`config.mk`:
```
export PLATFORM = sky130hd
export DESIGN_NAME = uart_rx_cfg_flat
export DESIGN_NICKNAME = d
export VERILOG_FILES = /design/src/rtl/uart_rx_cfg_if.sv /design/src/rtl/uart_rx_cfg.sv /design/src/flat_wrapper.sv
export SDC_FILE = /design/constraint.sdc
export NUM_CORES = 1
export LEC_CHECK = 0
export CAP_MARGIN = 10
export CORE_MARGIN = 1.5
export CORE_UTILIZATION = 30
export DETAILED_ROUTE_END_ITERATION = 7
export PLACE_DENSITY_LB_ADDON = 0.08
export SKIP_CTS_REPAIR_TIMING = 1
export SYNTH_ARGS = -nofsm -noshare
export SYNTH_HDL_FRONTEND = slang
export SYNTH_SLANG_ARGS = --single-unit
```
`constraint.sdc`:
```
create_clock -name i_Clock -period 2.55 [get_ports i_Clock]
set_input_delay 0.255 -clock i_Clock [delete_from_list [all_inputs] [get_ports i_Clock]]
set_output_delay 0.255 -clock i_Clock [all_outputs]
set_load 0.01 [all_outputs]
```
`src/rtl/uart_rx_cfg_if.sv`:
```
`default_nettype none
// ============================================================================
// Module      : uart_rx_cfg_if
// Description : Serial-in / byte-out bundle of the configurable UART receiver.
//               Signal names keep their direction prefixes as seen from the
//               receiver, so the slave modport is the receiver itself and the
//               master modport is the board/consumer side.
// Ports       : i_RX_Serial  - serial line into the receiver (idle high)
//               o_RX_DV      - one-cycle frame-complete strobe
//               o_RX_Data    - received word, LSB = first data bit
//               o_Parity_Err - parity mismatch of the last frame
//               o_Frame_Err  - a stop-bit sample was low in the last frame
//               o_Busy       - receiver is not idle
// Revision    : 1.0 - initial release
// ============================================================================
interface uart_rx_cfg_if #(
  parameter int DATA_BITS = 8
);
  logic                 i_RX_Serial;
  logic                 o_RX_DV;
  logic [DATA_BITS-1:0] o_RX_Data;
  logic                 o_Parity_Err;
  logic                 o_Frame_Err;
  logic                 o_Busy;

  modport slave (
    input  i_RX_Serial,
    output o_RX_DV, o_RX_Data, o_Parity_Err, o_Frame_Err, o_Busy
  );

  modport master (
    output i_RX_Serial,
    input  o_RX_DV, o_RX_Data, o_Parity_Err, o_Frame_Err, o_Busy
  );
endinterface
`default_nettype wire

```
`src/rtl/uart_rx_cfg.sv`:
```
`default_nettype none
// ============================================================================
// Module      : uart_rx_cfg
// Description : Parametrised UART receiver. Configurable data width, parity
//               mode and stop-bit count; 2-flop input synchroniser; parity
//               and framing error flags. The frame completes at the middle of
//               the last stop bit so back-to-back frames need no idle gap.
//               Optional macro UART_RX_CFG_MAJORITY_EN: every bit sample is
//               the majority of the last three synchronised line values.
// Ports       : i_Clock - clock, all logic on the rising edge
//               i_Reset - synchronous active-high reset
//               rx      - uart_rx_cfg_if.slave (serial in, data/flags out)
// Revision    : 1.0 - initial release
// ============================================================================
module uart_rx_cfg #(
  parameter int CLKS_PER_BIT = 217,
  parameter int DATA_BITS    = 8,
  parameter int PARITY       = 0,
  parameter int STOP_BITS    = 1
) (
  input  wire logic    i_Clock,
  input  wire logic    i_Reset,
  uart_rx_cfg_if.slave rx
);

  localparam int                 c_CNT_W     = $clog2(CLKS_PER_BIT);
  localparam logic [c_CNT_W-1:0] c_CNT_HALF  = c_CNT_W'((CLKS_PER_BIT - 1) / 2);
  localparam logic [c_CNT_W-1:0] c_CNT_LAST  = c_CNT_W'(CLKS_PER_BIT - 1);
  localparam logic [3:0]         c_DATA_LAST = 4'(DATA_BITS - 1);
  localparam logic [3:0]         c_STOP_LAST = 4'(STOP_BITS - 1);
  localparam bit                 c_HAS_PAR   = (PARITY != 0);
  localparam logic               c_PAR_ODD   = (PARITY == 1);

  typedef enum logic [2:0] {
    S_IDLE      = 3'd0,
    S_START     = 3'd1,
    S_DATA      = 3'd2,
    S_PARITY    = 3'd3,
    S_STOP      = 3'd4,
    S_DONE      = 3'd5,
    S_WAIT_HIGH = 3'd6
  } state_t;

  // --------------------------------------------------------------------------
  // Input synchroniser (reset to the idle level so reset never looks like a
  // start bit)
  // --------------------------------------------------------------------------
  logic r_sync_meta;
  logic r_sync_line;

  always_ff @(posedge i_Clock) begin
    if (i_Reset) begin
      r_sync_meta <= 1'b1;
      r_sync_line <= 1'b1;
    end else begin
      r_sync_meta <= rx.i_RX_Serial;
      r_sync_line <= r_sync_meta;
    end
  end

  // w_sample is what the FSM latches at each bit sample point. Start-edge
  // detection in IDLE and the release check in WAIT_HIGH use the plain
  // synchronised line.
  logic w_sample;

`ifdef UART_RX_CFG_MAJORITY_EN
  // Window = current synchronised value plus two older ones, centred one
  // cycle before the nominal sample point.
  logic [1:0] r_hist;

  always_ff @(posedge i_Clock) begin
    if (i_Reset) begin
      r_hist <= 2'b11;
    end else begin
      r_hist <= {r_hist[0], r_sync_line};
    end
  end

  assign w_sample = (r_sync_line & r_hist[0]) |
                    (r_sync_line & r_hist[1]) |
                    (r_hist[0]   & r_hist[1]);
`else
  assign w_sample = r_sync_line;
`endif

  // --------------------------------------------------------------------------
  // FSM state register
  // --------------------------------------------------------------------------
  state_t             r_state;
  state_t             w_state_next;
  logic [c_CNT_W-1:0] r_cnt;
  logic [c_CNT_W-1:0] w_cnt_next;
  logic [3:0]         r_idx;
  logic [3:0]         w_idx_next;

  always_ff @(posedge i_Clock) begin
    if (i_Reset) begin
      r_state <= S_IDLE;
      r_cnt   <= '0;
      r_idx   <= '0;
    end else begin
      r_state <= w_state_next;
      r_cnt   <= w_cnt_next;
      r_idx   <= w_idx_next;
    end
  end

  // --------------------------------------------------------------------------
  // FSM next-state and datapath strobes
  // --------------------------------------------------------------------------
  logic w_bit_end;
  logic w_shift_en;
  logic w_par_en;
  logic w_stop_en;
  logic w_load_out;
  logic r_frame_err;

  assign w_bit_end = (r_cnt == c_CNT_LAST);

  always_comb begin
    w_state_next = r_state;
    w_cnt_next   = '0;
    w_idx_next   = r_idx;
    w_shift_en   = 1'b0;
    w_par_en     = 1'b0;
    w_stop_en    = 1'b0;
    w_load_out   = 1'b0;

    case (r_state)
      S_IDLE: begin
        w_idx_next = '0;
        if (!r_sync_line) begin
          w_state_next = S_START;
        end
      end

      S_START: begin
        if (r_cnt == c_CNT_HALF) begin
          // A high line at mid-start is a glitch: drop it silently.
          w_state_next = w_sample ? S_IDLE : S_DATA;
        end else begin
          w_cnt_next = r_cnt + 1'b1;
        end
      end

      S_DATA: begin
        if (w_bit_end) begin
          w_shift_en = 1'b1;
          if (r_idx == c_DATA_LAST) begin
            w_idx_next   = '0;
            w_state_next = c_HAS_PAR ? S_PARITY : S_STOP;
          end else begin
            w_idx_next = r_idx + 1'b1;
          end
        end else begin
          w_cnt_next = r_cnt + 1'b1;
        end
      end

      S_PARITY: begin
        if (w_bit_end) begin
          w_par_en     = 1'b1;
          w_state_next = S_STOP;
        end else begin
          w_cnt_next = r_cnt + 1'b1;
        end
      end

      S_STOP: begin
        if (w_bit_end) begin
          w_stop_en = 1'b1;
          if (r_idx == c_STOP_LAST) begin
            // Finish at the last stop sample; the rest of the stop bit is
            // not waited for, which leaves room for a back-to-back start.
            w_idx_next   = '0;
            w_load_out   = 1'b1;
            w_state_next = S_DONE;
          end else begin
            w_idx_next = r_idx + 1'b1;
          end
        end else begin
          w_cnt_next = r_cnt + 1'b1;
        end
      end

      S_DONE: begin
        // A framing error may mean a held-low break; wait for the line to
        // return high before looking for another start bit.
        w_state_next = r_frame_err ? S_WAIT_HIGH : S_IDLE;
      end

      S_WAIT_HIGH: begin
        if (r_sync_line) begin
          w_state_next = S_IDLE;
        end
      end

      default: begin
        w_state_next = S_IDLE;
      end
    endcase
  end

  // --------------------------------------------------------------------------
  // Datapath: shift register, parity/stop capture and held outputs
  // --------------------------------------------------------------------------
  logic [DATA_BITS-1:0] r_shift;
  logic [DATA_BITS-1:0] r_data;
  logic                 r_par_bit;
  logic                 r_frame_pend;
  logic                 r_par_err;
  logic                 w_par_err;

  // Odd parity: data XOR parity bit must be 1; even: must be 0.
  assign w_par_err = c_HAS_PAR && ((^r_shift ^ r_par_bit) != c_PAR_ODD);

  always_ff @(posedge i_Clock) begin
    if (i_Reset) begin
      r_shift      <= '0;
      r_data       <= '0;
      r_par_bit    <= 1'b0;
      r_frame_pend <= 1'b0;
      r_par_err    <= 1'b0;
      r_frame_err  <= 1'b0;
    end else begin
      // LSB arrives first, so shift in from the top.
      if (w_shift_en) begin
        r_shift <= {w_sample, r_shift[DATA_BITS-1:1]};
      end

      if (w_par_en) begin
        r_par_bit <= w_sample;
      end

      if (r_state == S_START) begin
        r_frame_pend <= 1'b0;
      end else if (w_stop_en && !w_sample) begin
        r_frame_pend <= 1'b1;
      end

      // The last stop sample is folded in directly since it is not yet in
      // r_frame_pend.
      if (w_load_out) begin
        r_data      <= r_shift;
        r_par_err   <= w_par_err;
        r_frame_err <= r_frame_pend | ~w_sample;
      end
    end
  end

  assign rx.o_RX_DV      = (r_state == S_DONE);
  assign rx.o_RX_Data    = r_data;
  assign rx.o_Parity_Err = r_par_err;
  assign rx.o_Frame_Err  = r_frame_err;
  assign rx.o_Busy       = (r_state != S_IDLE);

endmodule
`default_nettype wire

```
`src/flat_wrapper.sv`:
```
// flat-port wrapper written by rule: the top's interface ports become plain ports
module uart_rx_cfg_flat 
#(
  parameter int CLKS_PER_BIT = 217,
  parameter int DATA_BITS    = 8,
  parameter int PARITY       = 0,
  parameter int STOP_BITS    = 1
)
  (i_Clock, i_Reset, rx_i_RX_Serial, rx_o_RX_DV, rx_o_RX_Data, rx_o_Parity_Err, rx_o_Frame_Err, rx_o_Busy);
  uart_rx_cfg_if #(.DATA_BITS(DATA_BITS)) rx_i ();
  input  wire logic i_Clock;
  input  wire logic i_Reset;
  input wire logic [$bits(rx_i.i_RX_Serial)-1:0] rx_i_RX_Serial;
  output wire logic [$bits(rx_i.o_RX_DV)-1:0] rx_o_RX_DV;
  output wire logic [$bits(rx_i.o_RX_Data)-1:0] rx_o_RX_Data;
  output wire logic [$bits(rx_i.o_Parity_Err)-1:0] rx_o_Parity_Err;
  output wire logic [$bits(rx_i.o_Frame_Err)-1:0] rx_o_Frame_Err;
  output wire logic [$bits(rx_i.o_Busy)-1:0] rx_o_Busy;
  assign rx_i.i_RX_Serial = rx_i_RX_Serial;
  assign rx_o_RX_DV = rx_i.o_RX_DV;
  assign rx_o_RX_Data = rx_i.o_RX_Data;
  assign rx_o_Parity_Err = rx_i.o_Parity_Err;
  assign rx_o_Frame_Err = rx_i.o_Frame_Err;
  assign rx_o_Busy = rx_i.o_Busy;
  uart_rx_cfg #(.CLKS_PER_BIT(CLKS_PER_BIT), .DATA_BITS(DATA_BITS), .PARITY(PARITY), .STOP_BITS(STOP_BITS)) u_core (.i_Clock(i_Clock), .i_Reset(i_Reset), .rx(rx_i));
endmodule
```
; ---- Word-level counts from Yosys, hierarchy flattened
; Cells that the tools add are included.
[classes]
bitwise = 2
n_reduce_logical = 10
eq_ne = 17
n_mux = 25
add_sub_neg = 2
[op_table]
columns = cell, count
row1 = 3-bit 2-to-1 mux, 9
row2 = 3-bit case mux with 7 select lines, 1
row3 = 4-bit 2-to-1 mux, 4
row4 = 8-bit 2-to-1 mux, 2
row5 = 8-bit case mux with 2 select lines, 1
row6 = 2-bit by 1-bit inequality test with 1-bit output (second input constant), 7
row7 = 4-bit case mux with 3 select lines, 1
row8 = 3-bit equality test (second input constant), 3
row9 = 8-bit by 1-bit adder with 8-bit output (second input constant), 1
row10 = 8-bit by 7-bit equality test with 1-bit output (second input constant), 1
row11 = 8-bit equality test (second input constant), 1
row12 = 8-bit AND reduction, 1
row13 = 3-bit by 2-bit equality test with 1-bit output (second input constant), 2
row14 = 1-bit 2-to-1 mux, 6
row15 = 3-bit nonzero test, 2
row16 = 4-bit by 1-bit adder with 4-bit output (second input constant), 1
row17 = 4-bit by 3-bit equality test with 1-bit output (second input constant), 1
row18 = 4-bit zero test, 1
row19 = 3-bit by 1-bit equality test with 1-bit output (second input constant), 1
row20 = 3-bit zero test, 1
row21 = 3-bit AND reduction, 1
row22 = 3-bit OR reduction, 1
row23 = 2-bit 2-to-1 mux, 1
row24 = 2-bit inequality test (second input constant), 1
row25 = other kinds (5), 5
[totals]
regBits = 35
wordCells = 65
in_bits = 3
out_inout_bits = 12

; ---- Depth between registers and ports, before layout
[logic_depth]
word_depth = 4
depth_mapped = 9
mapped_depth_nobuf = 7

; ---- Worst setup path before layout
; OpenSTA, ideal clock, no wires.
[synth_path]
path_type = register to register
startpoint = register u_core.r_cnt[0]
endpoint = register u_core.r_idx[2]
required_ns = 2.479
period_less_slack_ns = 2.202
path_slack_ns = 0.348
n_path_buf = 1
arrival_ns = 2.131
path_stages_with_launch = 9
setup_ns = 0.071
cell_sequence = dfxtp_1 inv_1 ha_1 nand4_1 or4b_1 clkbuf_2 maj3_2 or4_1 a21oi_1
[synth_between]
elab_chain_cells = 3
elab_cells_between_ends = 4
classes_between = eq/ne (3) / reduce/logical (1)
[synth_rtl]
columns = item, line_no
row1 = from (decl), uart_rx_cfg.sv:91  ; logic [c_CNT_W-1:0] r_cnt;
row2 = from (signal assigned), uart_rx_cfg.sv:103  ; r_cnt <= w_cnt_next;
row3 = 8-bit equality test (*), uart_rx_cfg.sv:118  ; assign w_bit_end = (r_cnt == c_CNT_LAST);
row4 = 2-bit by 1-bit inequality test with 1-bit output (no source line), --
row5 = 3-bit AND reduction (no source line) (*), --
row6 = to (signal assigned), uart_rx_cfg.sv:104  ; r_idx <= w_idx_next;
row7 = to (decl), uart_rx_cfg.sv:93  ; logic [3:0] r_idx;
; Every way passes the cells marked *; elsewhere a longest branch is shown, timed or not.
; A chain may end at the register's enable or synchronous reset.

; ---- Final worst setup path
; Ends and elaborated chain as after synthesis.

==> results_dict.tcl <==
set metrics [dict create \
    status "completed" \
    setup_ws_ns 0.301 \
    rows 26 \
    ant_nets 0 \
    worst_hold_path.endpoint "u_core.r_sync_line$_SDFF_PP1_" \
    clkSlewWorstSetupHoldPaths_ns 0.07 \
    synth-seq-cells 35 \
    fmax_ghz 0.445 \
    cp.required_ns 2.76 \
    grt_pass1_wl_um 5390 \
    rsz0062_at_grt "no" \
    initial_core_util_pct 30.8 \
    slowest_delay_ns 0.52 \
    critical-path-slowest-cell "or4b_1" \
    antenna_found_initial 0 \
    peakVddDrop_mv 0.260 \
    drtIter0Drc 61 \
    setup_viol 0 \
    synthesis.nets 178 \
    grt_pass1_vias 1200 \
    synthArstFlopShare_pct 0 \
    avgViaCountPerCell 4.80 \
    dp_hpwl_um 2250 \
    gp_congestion 0.750 \
    globalRouteOverflowTotal 0 \
    clock_skew_ns 0.00727 \
    reg2reg_depth 7 \
    hp-class "flip-flop to flip-flop" \
    total_leakage_power_nw 0.643 \
    chipWidth_um 75.2 \
    slew_headroom_pct 58.2 \
    post_drt_wl_per_cell_um 12.1 \
    ys_types 44 \
    final_cells 259 \
    start_kind "flip-flop" \
    dpl_cell_area_um2 1790 \
    insertion_delay_ns 0.28 \
    drive_above_1_share_pct 12.2 \
    path_max_fanout 6 \
    yosysTopAreaCell "dfxtp_1" \
    ys.flop_type "dfxtp_1" \
    design.core.area_um2 5070 \
    maxCapViolCount 0 \
    whs_path_depth 1 \
    powerDensity_nw_per_um2 650 \
    cts_buffer_depth 2 \
    fin_area_um2 1870 \
    yosysSeqAreaShare_pct 44.8 \
    dp_cells 251 \
    crit_family "simple AND/OR/NAND/NOR gates" \
    timing.hold.ws_ns 0.417 \
    io_buffers 13 \
    final_util_pct 36.9 \
    cts_sinks 35 \
    finalNetCount 195 \
    tightest_slew_ns 0.627 \
    syn_to_final_growth_pct 19.7 \
    yosys-top-cells-area "dfxtp_1 (45%), mux2i_1 (10%), nor2_1 (6.0%)" \
    endpoint_kind "flip-flop" \
    yosys_warnings 0 \
    layout_min_cycle_time_ns 2.25 \
    tritoncts "built" \
    syn_area_per_cell_um2 9.15 \
    worstReg2RegEnd "u_core.r_idx[2]$_SDFFE_PP0P_" \
    min_from "u_core.r_sync_meta$_SDFF_PP1_" \
    cts-buffers-inserted 5 \
    grt_max_degree 15 \
    power_mw 1.22 \
    slew_viol_final 0 \
    wl_um 3140 \
    post-route-period-util_pct 88.2 \
    synthesis.area_um2 1570 \
    ios 15 \
    ctsHtreeMaxLevel 2 \
    via_count 1242 \
    synthCells 171 \
    die_h_um 75.2 \
    cp_cell_sequence "inv_1 > ha_1 > nand4_1 > or4b_1 > maj3_2 > or4_1 > a21oi_1" \
    place_ws_ns 0.334 \
    synth_edf_count 0 \
    synth_top_cell_area_share_pct 44.8 \
    cp.arrival_ns 2.46 \
    dr.pass1.iters 5 \
    diodes 0 \
    regToRegSetupSlack_ns 0.30 \
    grt_util_all_layers_pct 12.6 \
    finalHoldViolCount 0 \
    cts_root_buf "clkbuf_8" \
    dieArea_um2 5660 \
    n_fill_cell 554 \
    finalSetupTns_ns 0 \
    crit_type "flip-flop to flip-flop" \
    drc 0 \
    r2r-start "u_core.r_cnt[0]$_SDFF_PP0_" \
    path_buf_inv 1 \
]
[layout by cell type, fill, tap and decap left out, drive strengths merged, types with 2 or more instances in the layout]
| master | count |
|---|---|
| o21ai | 7 |
| nor4 | 2 |
| xor2 | 5 |
| clkdlybuf4s50 | 13 |
| nand2b | 2 |
| nand3 | 2 |
| nand4 | 4 |
| a31o | 2 |
| and3 | 2 |
| nor4b | 3 |
| inv | 9 |
| ha | 4 |
| or3b | 2 |
| mux2i | 16 |
| a21oi | 7 |
| nor2 | 25 |
| nor2b | 2 |
| nand2 | 8 |
| buf | 5 |
| dfxtp | 35 |
| clkbuf | 6 |
| nor3 | 5 |
| or2 | 3 |
[layer usage]
metal  GRT usage [%]  wire length (um)
met1            15.3              1530
met2            20.4              1410
met3            4.02               135
met4            5.95                60
met5               0                 0
[registers in the layout (all words and copies together), names as in the netlist]
register               cells
u_core.r_cnt               8
u_core.r_frame_pend        1
u_core.r_idx               4
u_core.r_shift             8
u_core.r_state             3
u_core.r_sync_line         1
u_core.r_sync_meta         1
u_core.rx.o_Frame_Err      1
u_core.rx.o_RX_Data        8
[worst max path at each step]
stage                               start                           end  slack, ns  depth (start not counted)
6_report       u_core.r_cnt[0]$_SDFF_PP0_  u_core.r_idx[2]$_SDFFE_PP0P_       0.30                          7
5_1_grt        u_core.r_cnt[0]$_SDFF_PP0_  u_core.r_idx[3]$_SDFFE_PP0P_       0.18                          8
4_1_cts        u_core.r_cnt[0]$_SDFF_PP0_  u_core.r_idx[2]$_SDFFE_PP0P_       0.30                          7
3_5_place_dp   u_core.r_cnt[0]$_SDFF_PP0_  u_core.r_idx[2]$_SDFFE_PP0P_       0.33                          7
3_3_place_gp   u_core.r_cnt[0]$_SDFF_PP0_  u_core.r_idx[2]$_SDFFE_PP0P_       0.36                          7
2_1_floorplan  u_core.r_cnt[0]$_SDFF_PP0_  u_core.r_idx[2]$_SDFFE_PP0P_       0.35                          8
[area by class of cell]
cell class	instances	area, um2	share of cell area, %
Clock inverter	2	12.5	0.668
Tap cell	70	87.6	4.68
Multi-Input combinational cell	119	798	42.6
Sequential cell	35	701	37.4
Inverter	9	33.8	1.80
Clock buffer	6	72.6	3.87
Timing Repair Buffer	18	168	8.95
[Yosys cell counts (2+ instances only)]
master and count:
dfxtp_1 35, clkbuf_1 4, nor3_1 4, nor4_1 2, nand3_1 2, mux2i_1 16, nor2b_1 2, or2_2 3
nor2_1 25, or3b_2 2, nand2b_1 2, buf_2 2, ha_1 4, nand2_1 8, inv_1 9, nor4b_1 3
nand4_1 4, xor2_1 5, a21oi_1 7, o21ai_0 7, a31o_2 2
[where the power goes]
part,switching [mW],internal (mW),total (mW)
logic,0.134,0.0898,0.224
registers,0.0433,0.566,0.609
clock network,0.193,0.191,0.384
total,0.371,0.846,1.22
[kinds of logic (layout without fill, tap and decap cells)]
| family | after synthesis | in the layout | synth area share (%) |
|---|---|---|---|
| DFF | 35 | 35 | 44.8 |
| buffers and inverters | 17 | 35 | 4.56 |
| adders and majority gates | 5 | 5 | 3.92 |
| xor gates and xnor gates | 6 | 6 | 3.36 |
| muxes | 16 | 16 | 10.2 |
| other | 1 | 1 | 0.240 |
| AOI/OAI and AO/OA | 26 | 26 | 11.0 |
| and+or+nand+nor | 65 | 65 | 21.9 |
No activity file was read; power rests on OpenSTA's default activity.
